**src/rtl/fetch_stage.sv**
```systemverilog
// Instruction-fetch stage: architectural PC register, single-outstanding
// req/ack fetch from instruction memory, and a valid/ready IF/ID register
// that is flushed on redirect.
module fetch_stage #(
    parameter int unsigned         DATA_W   = 32,
    parameter logic [DATA_W-1:0]   RESET_PC = '0
) (
    input  logic              clk,
    input  logic              rst,
    input  logic [DATA_W-1:0] next_pc,
    input  logic              redirect,
    output logic [DATA_W-1:0] pc_plus_4,
    output logic [DATA_W-1:0] fetch_pc,
    output logic              imem_req,
    output logic [DATA_W-1:0] imem_addr,
    input  logic              imem_ack,
    input  logic [DATA_W-1:0] imem_rdata,
    output logic              if_valid,
    output logic [DATA_W-1:0] if_instr,
    output logic [DATA_W-1:0] if_pc,
    output logic [DATA_W-1:0] if_pc_plus_4,
    input  logic              id_ready
);

    // StDrop: a request is still outstanding but belongs to a flushed path.
    typedef enum logic [1:0] {StIdle, StReq, StFull, StDrop} state_t;

    state_t            state_q, state_d;
    logic [DATA_W-1:0] pc_q, pc_d;
    logic [DATA_W-1:0] req_addr_q, req_addr_d;
    logic              if_valid_q, if_valid_d;
    logic [DATA_W-1:0] if_instr_q, if_instr_d;
    logic [DATA_W-1:0] if_pc_q, if_pc_d;
    logic [DATA_W-1:0] if_pc4_q, if_pc4_d;

    function automatic logic [DATA_W-1:0] word_align(input logic [DATA_W-1:0] a);
        return {a[DATA_W-1:2], 2'b00};
    endfunction

    // State and datapath registers, asynchronously reset.
    always_ff @(posedge clk or posedge rst) begin
        if (rst) begin
            state_q    <= StIdle;
            pc_q       <= word_align(RESET_PC);
            req_addr_q <= word_align(RESET_PC);
            if_valid_q <= 1'b0;
            if_instr_q <= '0;
            if_pc_q    <= '0;
            if_pc4_q   <= '0;
        end else begin
            state_q    <= state_d;
            pc_q       <= pc_d;
            req_addr_q <= req_addr_d;
            if_valid_q <= if_valid_d;
            if_instr_q <= if_instr_d;
            if_pc_q    <= if_pc_d;
            if_pc4_q   <= if_pc4_d;
        end
    end

    // Next-state and datapath updates; redirect always wins over id_ready.
    always_comb begin
        state_d    = state_q;
        pc_d       = pc_q;
        req_addr_d = req_addr_q;
        if_valid_d = if_valid_q;
        if_instr_d = if_instr_q;
        if_pc_d    = if_pc_q;
        if_pc4_d   = if_pc4_q;
        case (state_q)
            StIdle: begin
                state_d    = StReq;
                req_addr_d = pc_q;
            end
            StReq: begin
                if (imem_ack && !redirect) begin
                    if_valid_d = 1'b1;
                    if_instr_d = imem_rdata;
                    if_pc_d    = req_addr_q;
                    if_pc4_d   = req_addr_q + DATA_W'(4);
                    pc_d       = word_align(next_pc);
                    state_d    = StFull;
                end else if (imem_ack && redirect) begin
                    // Returned word is on the squashed path; reissue at target.
                    pc_d       = word_align(next_pc);
                    req_addr_d = word_align(next_pc);
                end else if (redirect) begin
                    // Address must stay stable until the in-flight ack arrives.
                    pc_d    = word_align(next_pc);
                    state_d = StDrop;
                end
            end
            StFull: begin
                if (redirect) begin
                    if_valid_d = 1'b0;
                    pc_d       = word_align(next_pc);
                    req_addr_d = word_align(next_pc);
                    state_d    = StReq;
                end else if (id_ready) begin
                    if_valid_d = 1'b0;
                    req_addr_d = pc_q;
                    state_d    = StReq;
                end
            end
            StDrop: begin
                if (redirect) begin
                    pc_d = word_align(next_pc);
                end
                if (imem_ack) begin
                    req_addr_d = redirect ? word_align(next_pc) : pc_q;
                    state_d    = StReq;
                end
            end
            default: begin
                state_d = StIdle;
            end
        endcase
    end

    // Outputs decoded from registered state.
    always_comb begin
        imem_req     = (state_q == StReq) || (state_q == StDrop);
        imem_addr    = req_addr_q;
        pc_plus_4    = pc_q + DATA_W'(4);
        fetch_pc     = pc_q;
        if_valid     = if_valid_q;
        if_instr     = if_instr_q;
        if_pc        = if_pc_q;
        if_pc_plus_4 = if_pc4_q;
    end

endmodule

```
**config.mk**
```make
export PLATFORM = sky130hd
export DESIGN_NAME = fetch_stage
export DESIGN_NICKNAME = d
export VERILOG_FILES = /design/src/rtl/fetch_stage.sv
export SDC_FILE = /design/constraint.sdc
export NUM_CORES = 1
export LEC_CHECK = 0
export ABC_AREA = 1
export BUFFER_PORTS_ARGS = -buffer_cell sky130_fd_sc_hd__clkbuf_2
export CAP_MARGIN = 10
export CORE_AREA = 2 2 151 153
export CTS_CLUSTER_DIAMETER = 120
export CTS_CLUSTER_SIZE = 10
export DETAILED_ROUTE_END_ITERATION = 7
export DIE_AREA = 0 0 153 155
export PLACE_DENSITY_LB_ADDON = 0.12
export SETUP_SLACK_MARGIN = 0.15
export SLEW_MARGIN = 10
export SYNTH_ARGS = -nofsm -noshare
export SYNTH_HDL_FRONTEND = slang
export SYNTH_SLANG_ARGS = --single-unit
```
**constraint.sdc**
```tcl
create_clock -name clk -period 6.9 [get_ports clk]
set_clock_uncertainty 0.05 [all_clocks]
set_input_delay 1.38 -clock clk [delete_from_list [all_inputs] [get_ports clk]]
set_output_delay 1.38 -clock clk [all_outputs]
set_load 0.02 [all_outputs]
```
Word-level counts from Yosys, hierarchy flattened
Cells that the tools add are included.

storage, ports and cells
  register bits after elaboration = 163
  bits of input ports = 69
  output and inout bits = 194
  word-level logic and storage cells = 52

cells by class
  $add $sub $neg = 2
  equality and inequality tests = 10
  multiplexer cells = 21
  reductions and logical operators = 12

operator list
  cell                   count
  $mux 32                8
  $pmux 32 s4            1
  $add 32x3->32 const B  2
  $pmux 32 s2            1
  $mux 2                 6
  $ne 3x3->1 const B     3
  $ne 2x2->1 const B     4
  $pmux 2 s4             1
  $reduce_and 4->1       2
  $eq 2x2->1 const B     2
  $reduce_bool 2->1      2
  $mux 1                 3
  $reduce_and 3->1       1
  $eq 2x1->1 const B     1
  $logic_and 1x1->1      2
  $logic_not 2->1        1
  $pmux 1 s2             1
  $reduce_and 2->1       1
  $reduce_or 2->1        1
  $logic_not 1->1        1
  $logic_or 1x1->1       1

Longest topological paths before layout
Gate-level depths: netlist of run 1.

  depth in word-level cells = 4
  mapped depth = 9
  depth with buffers taken out = 8

Worst setup path after synthesis of run 1
Ideal clock, no wire load.

  path type = reg-to-output
  from = register pc_q[2] (netlist: fetch_pc[2])
  to = output pc_plus_4[12]
  data arrival time = 1.641 ns
  data required time = 5.470 ns
  setup slack = 3.829 ns
  stages on the path, launching flop included = 7
  path buffers = 0
  cells stage by stage = dfrtp_1 > ha_1 > nand3_1 > inv_1 > nand2_1 > nor2_1 > xor2_1

on the way
  longest elaborated chain between the ends = 1

RTL lines
  item                    RTL line  source
  start, declared         29        logic [DATA_W-1:0] pc_q, pc_d;
  start signal, assigned  44        pc_q <= word_align(RESET_PC);
  start signal, assigned  52        pc_q <= pc_d;
  $add 32x3->32           124       pc_plus_4 = pc_q + DATA_W'(4);
  end, declared           12        output logic [DATA_W-1:0] pc_plus_4,

Every way passes these cells.

Worst setup path in the final report of run 1
  from = input redirect
  to = register if_instr_q[1] (netlist: if_instr[1])

on the way
  longest elaborated chain between the ends = 3

RTL lines
  item                               RTL line  source
  start, declared                    11        input logic redirect,
  $logic_not 1->1                    76        if (imem_ack && !redirect) begin
  $logic_and 1x1->1                  76
  $reduce_and 2->1 (no source line)  -
  end signal, assigned               55        if_instr_q <= if_instr_d;
  end, declared                      32        logic [DATA_W-1:0] if_instr_q, if_instr_d;

Every way passes these cells.
A chain may end at the register's enable or synchronous reset.

==> results.txt, run 1 <==
----------------------------------------------------
[Status]
  Run status ... finished, final reports clean

[Clocking]
  Clock edge transition at the registers on the reported setup and hold paths ... ~0.06 ns
  Master cell of the clock root buffer ... clkbuf_16
  TritonCTS clock tree ... built
  Total number of H-tree levels ... 4
  Inserted Clock Buffers ... 17
  Gates resized, CTS repair ... 0
  Maximum number of buffers from clock root to sink ... 2
  Clock net sink count ... around 160
  Post-CTS setup repair buffer count ... 0
  Post-CTS Hold Fix Bufs ... 0
  Clock insertion delay at the later pin of the skew report ... approximately 0.43 ns

[Layout]
  Number of nets in the layout ... approximately 1500
  Area grow syn2layout ... 22.9%
  Layout cells sized above 1 ... between 20% and 30%
  Count of inserted antenna diode cells ... 0
  Post-Layout Inst Area ... between 10000 and 15000 µm²

[Global route]
  Met2 Use GR ... between 30 and 40%
  Number of global-route vias before repair ... about 8000
  First-pass GRT wire length ... ~44 mm
  Most utilized layer in the global route result ... met2
  Met1 Usage GRT ... roughly a third
  Largest net degree at the start of global routing ... about 120
  Total congestion overflow ... 0
  Global routing usage summed across all routing layers ... a little under a quarter
  Antenna violations before repair ... 1
  Met3 routing resource usage after global routing ... under 10%

[Critical path]
  Critical path data required time ... 7.21 ns
  CP startpoint kind ... input pin
  Setup slack, reg-to-reg ... around 3.2 ns
  Startpoint of the worst setup timing path ... redirect
  Path type of the worst setup path ... in -> reg
  CP endpoint kind ... flop
  Top fanout value on the critical path ... 45
  Critical R2R Capture ... if_instr[1]
  CP Data Arrival Time ... 4.72 ns
  Reg-to-reg critical path startpoint ... state_q[1]
  Worst Reg2Reg Path Length in Cells ... 6

[Placement]
  Hpwl dp ... about 20 mm
  Final RePlAce weighted congestion ... 0.836
  Number of input and output port buffers inserted ... 260
  Total cell area at the placement stage ... ~10000 µm²

[Timing]
  Setup repair after global routing missed its margin ... false
  Actual slew at the worst max-slew pin ... 1.12 ns
  Crit path time final ... between 4 and 5 ns
  Finish-stage setup viols ... 0
  Final hold violations ... 0
  Final Slew Violations ... 0
  Crit share post-route ... between 60 and 70%
  Timing-limited maximum frequency ... roughly 230 MHz
  Tightest slew margin relative to the limit ... ~25%
  Fin Setup TNS ... 0 ns

[Synthesis]
  Distinct cell type count after synthesis ... 25
  Register bit total from synthesis ... 161
  Synthesized Nets ... 1319
  Area of the mapped netlist ... slightly below 9000 µm²
  Post-synthesis sequential area ratio ... between 40 and 50%
  Average cell area after synthesis ... ~7.0 µm²
  Count of yosys warnings during synthesis ... 0
  Gate Count Post-Synth ... 1248

[Routing]
  Vias per cell ... about 4.9
  Routed length per instance ... approximately 15 µm
  Initial DRT Pass Iterations ... 5
  Total Wirelength ... about 27 mm
  Detailed-route via count ... roughly 8700
  Final ANT Viol Nets ... 0
  Total DRC errors in the routed layout ... 0
  Initial detailed-routing violation count ... a little under 700

[Pwr]
  Internal power consumption ... roughly 2700 µW
  Sequential Power Share ... a little over a third
  Switching power summed over all nets ... roughly 2800 µW
  Sw Share ... between 50 and 60%
  Total power density per cell area ... a little over 500 nW/µm²
  Logic gate share of total power ... about 48%
  Max VDD drop ... approximately 350 µV
  Leakage power of the design ... ~0.0057 µW
  Power share of the clock group ... between 10% and 20%

[Die]
  Std cell rows ... between 50 and 60
  Horizontal die dimension ... 153 µm
  Core area ... about 22000 µm²
  Die boundary height ... 155 µm
  # IOs ... ~260
  Starting Density ... approximately two fifths
  Die Area ... 23700 µm²

[Worst hold path]
  Worst Hold Depth ... 2
  Hold Path End ... if_instr[25]
  Worst hold start ... if_instr[25]
  Kind of path behind the tightest hold check ... reg -> reg

[Flow run]
  Number of max-cap violations ... 0

----------------------------------------------------
-- worst max path at each step --
| stage | slack (ns) | cells past startpoint | end |
|---|---|---|---|
| 3_3_place_gp | 2.05 | 7 | if_instr[6] |
| 4_1_cts | 2.52 | 7 | if_instr[1] |
| 6_report | 2.49 | 7 | if_instr[1] |
| 5_1_grt | 2.15 | 7 | if_instr[1] |
| 3_5_place_dp | 2.06 | 7 | if_instr[24] |
| 2_1_floorplan | 1.12 | 1 | fetch_pc[0] |
-- cell type report --
type / count / area (µm²)
multi-input combinational: 958 / 4120
timing repair buffer: 265 / 1340
inverter: 73 / 279
clock buffer: 18 / 439
clock inverter: 14 / 129
sequential: 161 / 4030
tap: 285 / 357
fill: 2308 / 11500
-- per-layer routing --
metal,share of wire [%],vias to the layer above
li1,-,4395
met1,47,3998
met2,44,284
met3,7.0,32
met4,1.9,0
met5,0,-
-- Yosys cell counts, drive strengths merged --
library cell  number  area (µm²)
dfrtp            161        4030
or2               14        87.6
clkbuf            14        52.6
a21oi              8        40.0
buf               42         229
o31ai              1        7.51
nand3             50         255
nor2             184         701
nand4              2        12.5
ha                 2        25.0
nand3b            14         105
inv               73         274
a31oi              3        18.8
xnor2              8        70.1
o211ai            17         128
xor2              11        96.3
o21ai            117         586
nand2            527        1980
-- state kept, by name, indices dropped and copies added (netlist names) --
register      cells
fetch_pc         32
if_instr         32
if_pc            32
imem_addr        32
if_pc_plus_4     30
state_q           2
if_valid          1
-- through the flow --
step	hold slack, ns	worst slack, ns	power (µW)	utilization (%)	cells
6_report	0.427	2.49	5480	48.1	1774
5_1_grt	0.443	2.15	5900	48.1	1774
4_1_cts	0.432	2.52	5520	48.1	1774
3_5_place_dp	0.414	2.06	4580	45.5	1742
3_3_place_gp	0.411	2.05	4550	45.5	1742
2_1_floorplan	0.532	1.12	3560	-	1248
-- power groups by stage --
stage	registers, µW	clock network [µW]	logic, µW
after CTS	1930	944	2650
after global routing	2000	984	2920
after floorplan	2270	0	1290
after global placement	1930	0	2630
after detailed placement	1940	0	2640
final	1930	924	2620
-- critical path, cell delays in order --
cell and delay [ns]:
clkbuf_2 0.45, inv_1 0.77, nand3_4 0.58, inv_2 0.82, buf_4 0.48, nand2_1 0.10
nand2_1 0.08
-- logic make-up (layout without fill, tap and decap cells) --
family / Yosys count / count (layout) / share of synthesized area (%)
xor gates and xnor gates: 19 / 19 / 1.91
AOI/OAI and AO/OA: 146 / 146 / 8.96
buffers and inverters: 129 / 370 / 6.39
and+or+nand+nor: 791 / 791 / 36.1
DFF: 161 / 161 / 46.3
adders and majority gates: 2 / 2 / 0.288
-- cells in the final DEF, fill, tap and decap left out, types with 2 or more instances in the layout --
master      netlist  layout
nand2_1         526     526
clkbuf_2          0     260
nor2_1          180     180
dfrtp_1         161     161
o21ai_0          97      97
inv_1            68      67
nand3_1          49      49
o21ai_1          20      20
o211ai_1         17      17
clkbuf_16         0      17
nand3b_1         14      14
or2_2            14      14
xor2_1           11      11
a21oi_1           8       8
xnor2_1           8       8
inv_2             5       5
inv_6             0       5
buf_4             8       5
nor2_2            4       4
a31oi_1           3       3
clkinvlp_4        0       3
clkinv_2          0       3
clkinv_4          0       3
nand4_1           2       2
ha_1              2       2
No activity file was read; power rests on OpenSTA's default activity.
==> run 2: changes to the inputs <==
ABC_AREA = 0   (was 1)
CORE_AREA = 2 2 140 142   (was 2 2 151 153)
DIE_AREA = 0 0 142 144   (was 0 0 153 155)
clock period = 3.8 ns   (was 6.9 ns; I/O delays follow)
==> results.txt, run 2 <==
----------------------------------------------------
[Status]
  Run status ... finished, final reports clean

[Pwr]
  Sw Share ... 39.1% (-11 points)
  Sequential Power Share ... 40.7% (+5.5 points)
  Max VDD drop ... 328 µV (-5.3%)
  Internal power consumption ... 3950 µW (+45%)
  Total power density per cell area ... 674 nW/µm² (+32%)
  Switching power summed over all nets ... 2530 µW (-8.4%)
  Leakage power of the design ... 0.00473 µW (-17%)
  Logic gate share of total power ... 32.0% (-16 points)
  Power share of the clock group ... 27.4% (+10 points)

[Synthesis]
  Cell taking the most area after synthesis ... dfrtp_1
  Register bit total from synthesis ... 161 (unchanged)
  Average cell area after synthesis ... 9.61 µm² (+38%)
  Synthesized Nets ... 847 (-36%)
  Share of Yosys cell area claimed by the top area cell type ... 54.0% (+7.7 points)
  Commonest cells in the netlist ... nand2_1 (217), dfrtp_1 (161), nor2_1 (46), clkbuf_1 (39), a21oi_1 (32)
  Leading post-synthesis cells by cell area ... dfrtp_1 (54%), nand2_1 (11%), mux2_2 (4.5%)
  Flip-flop cell with the highest count after synthesis ... dfrtp_1
  Gate Count Post-Synth ... 776 (-38%)
  Post-synthesis sequential area ratio ... 54.0% (+7.7 points)
  Distinct cell type count after synthesis ... 41 (+64%)
  Area of the mapped netlist ... 7460 µm² (-14%)
  Cell with the most instances after synthesis ... nand2_1
  Post-synthesis async set-or-reset flop share ... 100% (unchanged)
  Count of yosys warnings during synthesis ... 0 (unchanged)
  EDFF count, synth ... 0 (unchanged)

[Critical path]
  CP endpoint kind ... primary output
  Critical R2R Capture ... if_pc_plus_4[22]
  Critical path data required time ... 2.99 ns (-4.22 ns)
  CP startpoint kind ... flop
  Setup slack, reg-to-reg ... 1.34 ns (-1.85 ns)
  CP Data Arrival Time ... 2.37 ns (-2.35 ns)
  Path type of the worst setup path ... reg -> out
  Top fanout value on the critical path ... 9 (-80%)
  Reg-to-reg critical path startpoint ... imem_addr[2]
  Worst Reg2Reg Path Length in Cells ... 5 (-1)

[Global route]
  Number of global-route vias before repair ... 5559 (-30%)
  First-pass GRT wire length ... 31.2 mm (-29%)
  Global routing usage summed across all routing layers ... 19.6% (-3.5 points)
  Antenna violations before repair ... 0 (-1)
  Total congestion overflow ... 0 (unchanged)
  Largest net degree at the start of global routing ... 90 (-22%)

[Layout]
  Count of inserted antenna diode cells ... 0 (unchanged)
  Highest-count cells in the layout ignoring fill and taps ... clkbuf_2 (260), nand2_1 (217), dfrtp_1 (161), nor2_1 (46), a21oi_1 (31)
  Post-Layout Inst Area ... 9610 µm² (-10%)
  Number of nets in the layout ... 1083 (-30%)
  Area grow syn2layout ... 28.8%
  Layout cells sized above 1 ... 33.3% (+12 points)
  Most common cell after layout, fill and taps aside ... clkbuf_2

[Routing]
  Vias per cell ... 4.90 (-0.15%)
  Initial DRT Pass Iterations ... 7 (+2)
  Total Wirelength ... 20.1 mm (-26%)
  Total DRC errors in the routed layout ... 0 (unchanged)
  Detailed-route via count ... 6191 (-29%)
  Initial detailed-routing violation count ... 274 (-60%)
  Final ANT Viol Nets ... 0 (unchanged)
  Routed length per instance ... 15.9 µm (+3.3%)

[Die]
  Die boundary height ... 144 µm (-7.1%)
  Die Area ... 20400 µm² (-14%)
  Horizontal die dimension ... 142 µm (-7.2%)
  # IOs ... 263 (unchanged)
  Std cell rows ... 51 (-7.3%)
  Starting Density ... 39.1% (about the same)
  Core area ... 19100 µm² (-14%)

[Clocking]
  Total number of H-tree levels ... 4 (unchanged)
  Master cell of the clock root buffer ... clkbuf_16
  Inserted Clock Buffers ... 17 (unchanged)
  Clock edge transition at the registers on the reported setup and hold paths ... 0.07 ns (about the same)
  Gates resized, CTS repair ... 0 (unchanged)
  Clock insertion delay at the later pin of the skew report ... 0.42 ns (about the same)
  Post-CTS Hold Fix Bufs ... 0 (unchanged)
  Clock net sink count ... 161 (unchanged)
  Maximum number of buffers from clock root to sink ... 2 (unchanged)
  Post-CTS setup repair buffer count ... 0 (unchanged)
  TritonCTS clock tree ... built

[Timing]
  Setup repair after global routing missed its margin ... false
  Final hold violations ... 0 (unchanged)
  Tightest slew margin relative to the limit ... 43.7% (+19 points)
  Crit path time final ... about 3.2 ns
  Actual slew at the worst max-slew pin ... 0.845 ns (-0.277 ns)
  Timing-limited maximum frequency ... 314 MHz
  Finish-stage setup viols ... 0 (unchanged)
  Fin Setup TNS ... 0 ns (unchanged)
  Final Slew Violations ... 0 (unchanged)
  Crit share post-route ... a little over four fifths

[Placement]
  Hpwl dp ... 14.3 mm (-27%)
  Number of input and output port buffers inserted ... 260 (unchanged)
  Total cell area at the placement stage ... 9010 µm² (-11%)
  Final RePlAce weighted congestion ... 0.744 (-11%)

[Worst hold path]
  Kind of path behind the tightest hold check ... in -> async

[Flow run]
  Number of max-cap violations ... 0 (unchanged)

----------------------------------------------------
-- run 2: cell type report --
class,instances,area [µm²]
clock inverter,12,155
inverter,12,48.8
fill,1863,9470
tap,238,298
clock buffer,20,447
multi-input combinational,552,3240
sequential,161,4030
timing repair buffer,268,1400
-- run 2: worst max-delay path, stage by stage, from the launching register on --
cell,delay (ns)
dfrtp_1,0.53
nand4_1,0.17
or3_1,0.53
nor4_1,0.37
xor2_1,0.17
clkbuf_2,0.19
-- run 2: cell families after synthesis --
group	synth area share (%)
AND/OR/NAND/NOR	22.0
flip-flops	54.0
adder cells (fa/ha/maj)	0.335
multiplexers	8.69
AO/OA/AOI/OAI	6.52
XOR/XNOR	4.93
buffers and inverters	3.54
-- run 2: worst max-delay path by stage --
| stage | cells after the start | start | slack (ns) | end |
|---|---|---|---|---|
| after global placement | 5 | fetch_pc[4] | 1.02 | pc_plus_4[31] |
| after global routing | 5 | fetch_pc[4] | 0.40 | pc_plus_4[19] |
| after CTS | 5 | fetch_pc[4] | 0.57 | pc_plus_4[31] |
| after floorplan | 1 | rst | 0.95 | fetch_pc[0] |
| final | 5 | fetch_pc[4] | 0.62 | pc_plus_4[29] |
| after detailed placement | 5 | fetch_pc[4] | 1.05 | pc_plus_4[31] |
-- run 2: metal layers --
layer  GRT usage [%]  wire length, µm
met5               0                0
met4            6.37              329
met3            4.70             1200
met2            28.8             8840
met1            28.4             9740
-- run 2: power groups by stage --
stage,Combinational (µW),Clock (µW),Sequential [µW]
3_3_place_gp,2090,0,2650
3_5_place_dp,2100,0,2670
4_1_cts,2100,1820,2640
2_1_floorplan,816,0,3080
5_1_grt,2280,1900,2710
6_report,2070,1770,2640
-- run 2: metrics by stage --
step | setup WS (ns) | hold WS, ns | total power (µW) | std cells | utilization (%)
after floorplan | 0.947 | 0.534 | 3900 | 776 | -
after global placement | 1.02 | 0.408 | 4740 | 1231 | 47.2
after detailed placement | 1.05 | 0.411 | 4770 | 1231 | 47.2
after CTS | 0.570 | 0.398 | 6560 | 1263 | 50.4
after global routing | 0.399 | 0.443 | 6890 | 1263 | 50.4
final | 0.617 | 0.393 | 6480 | 1263 | 50.4
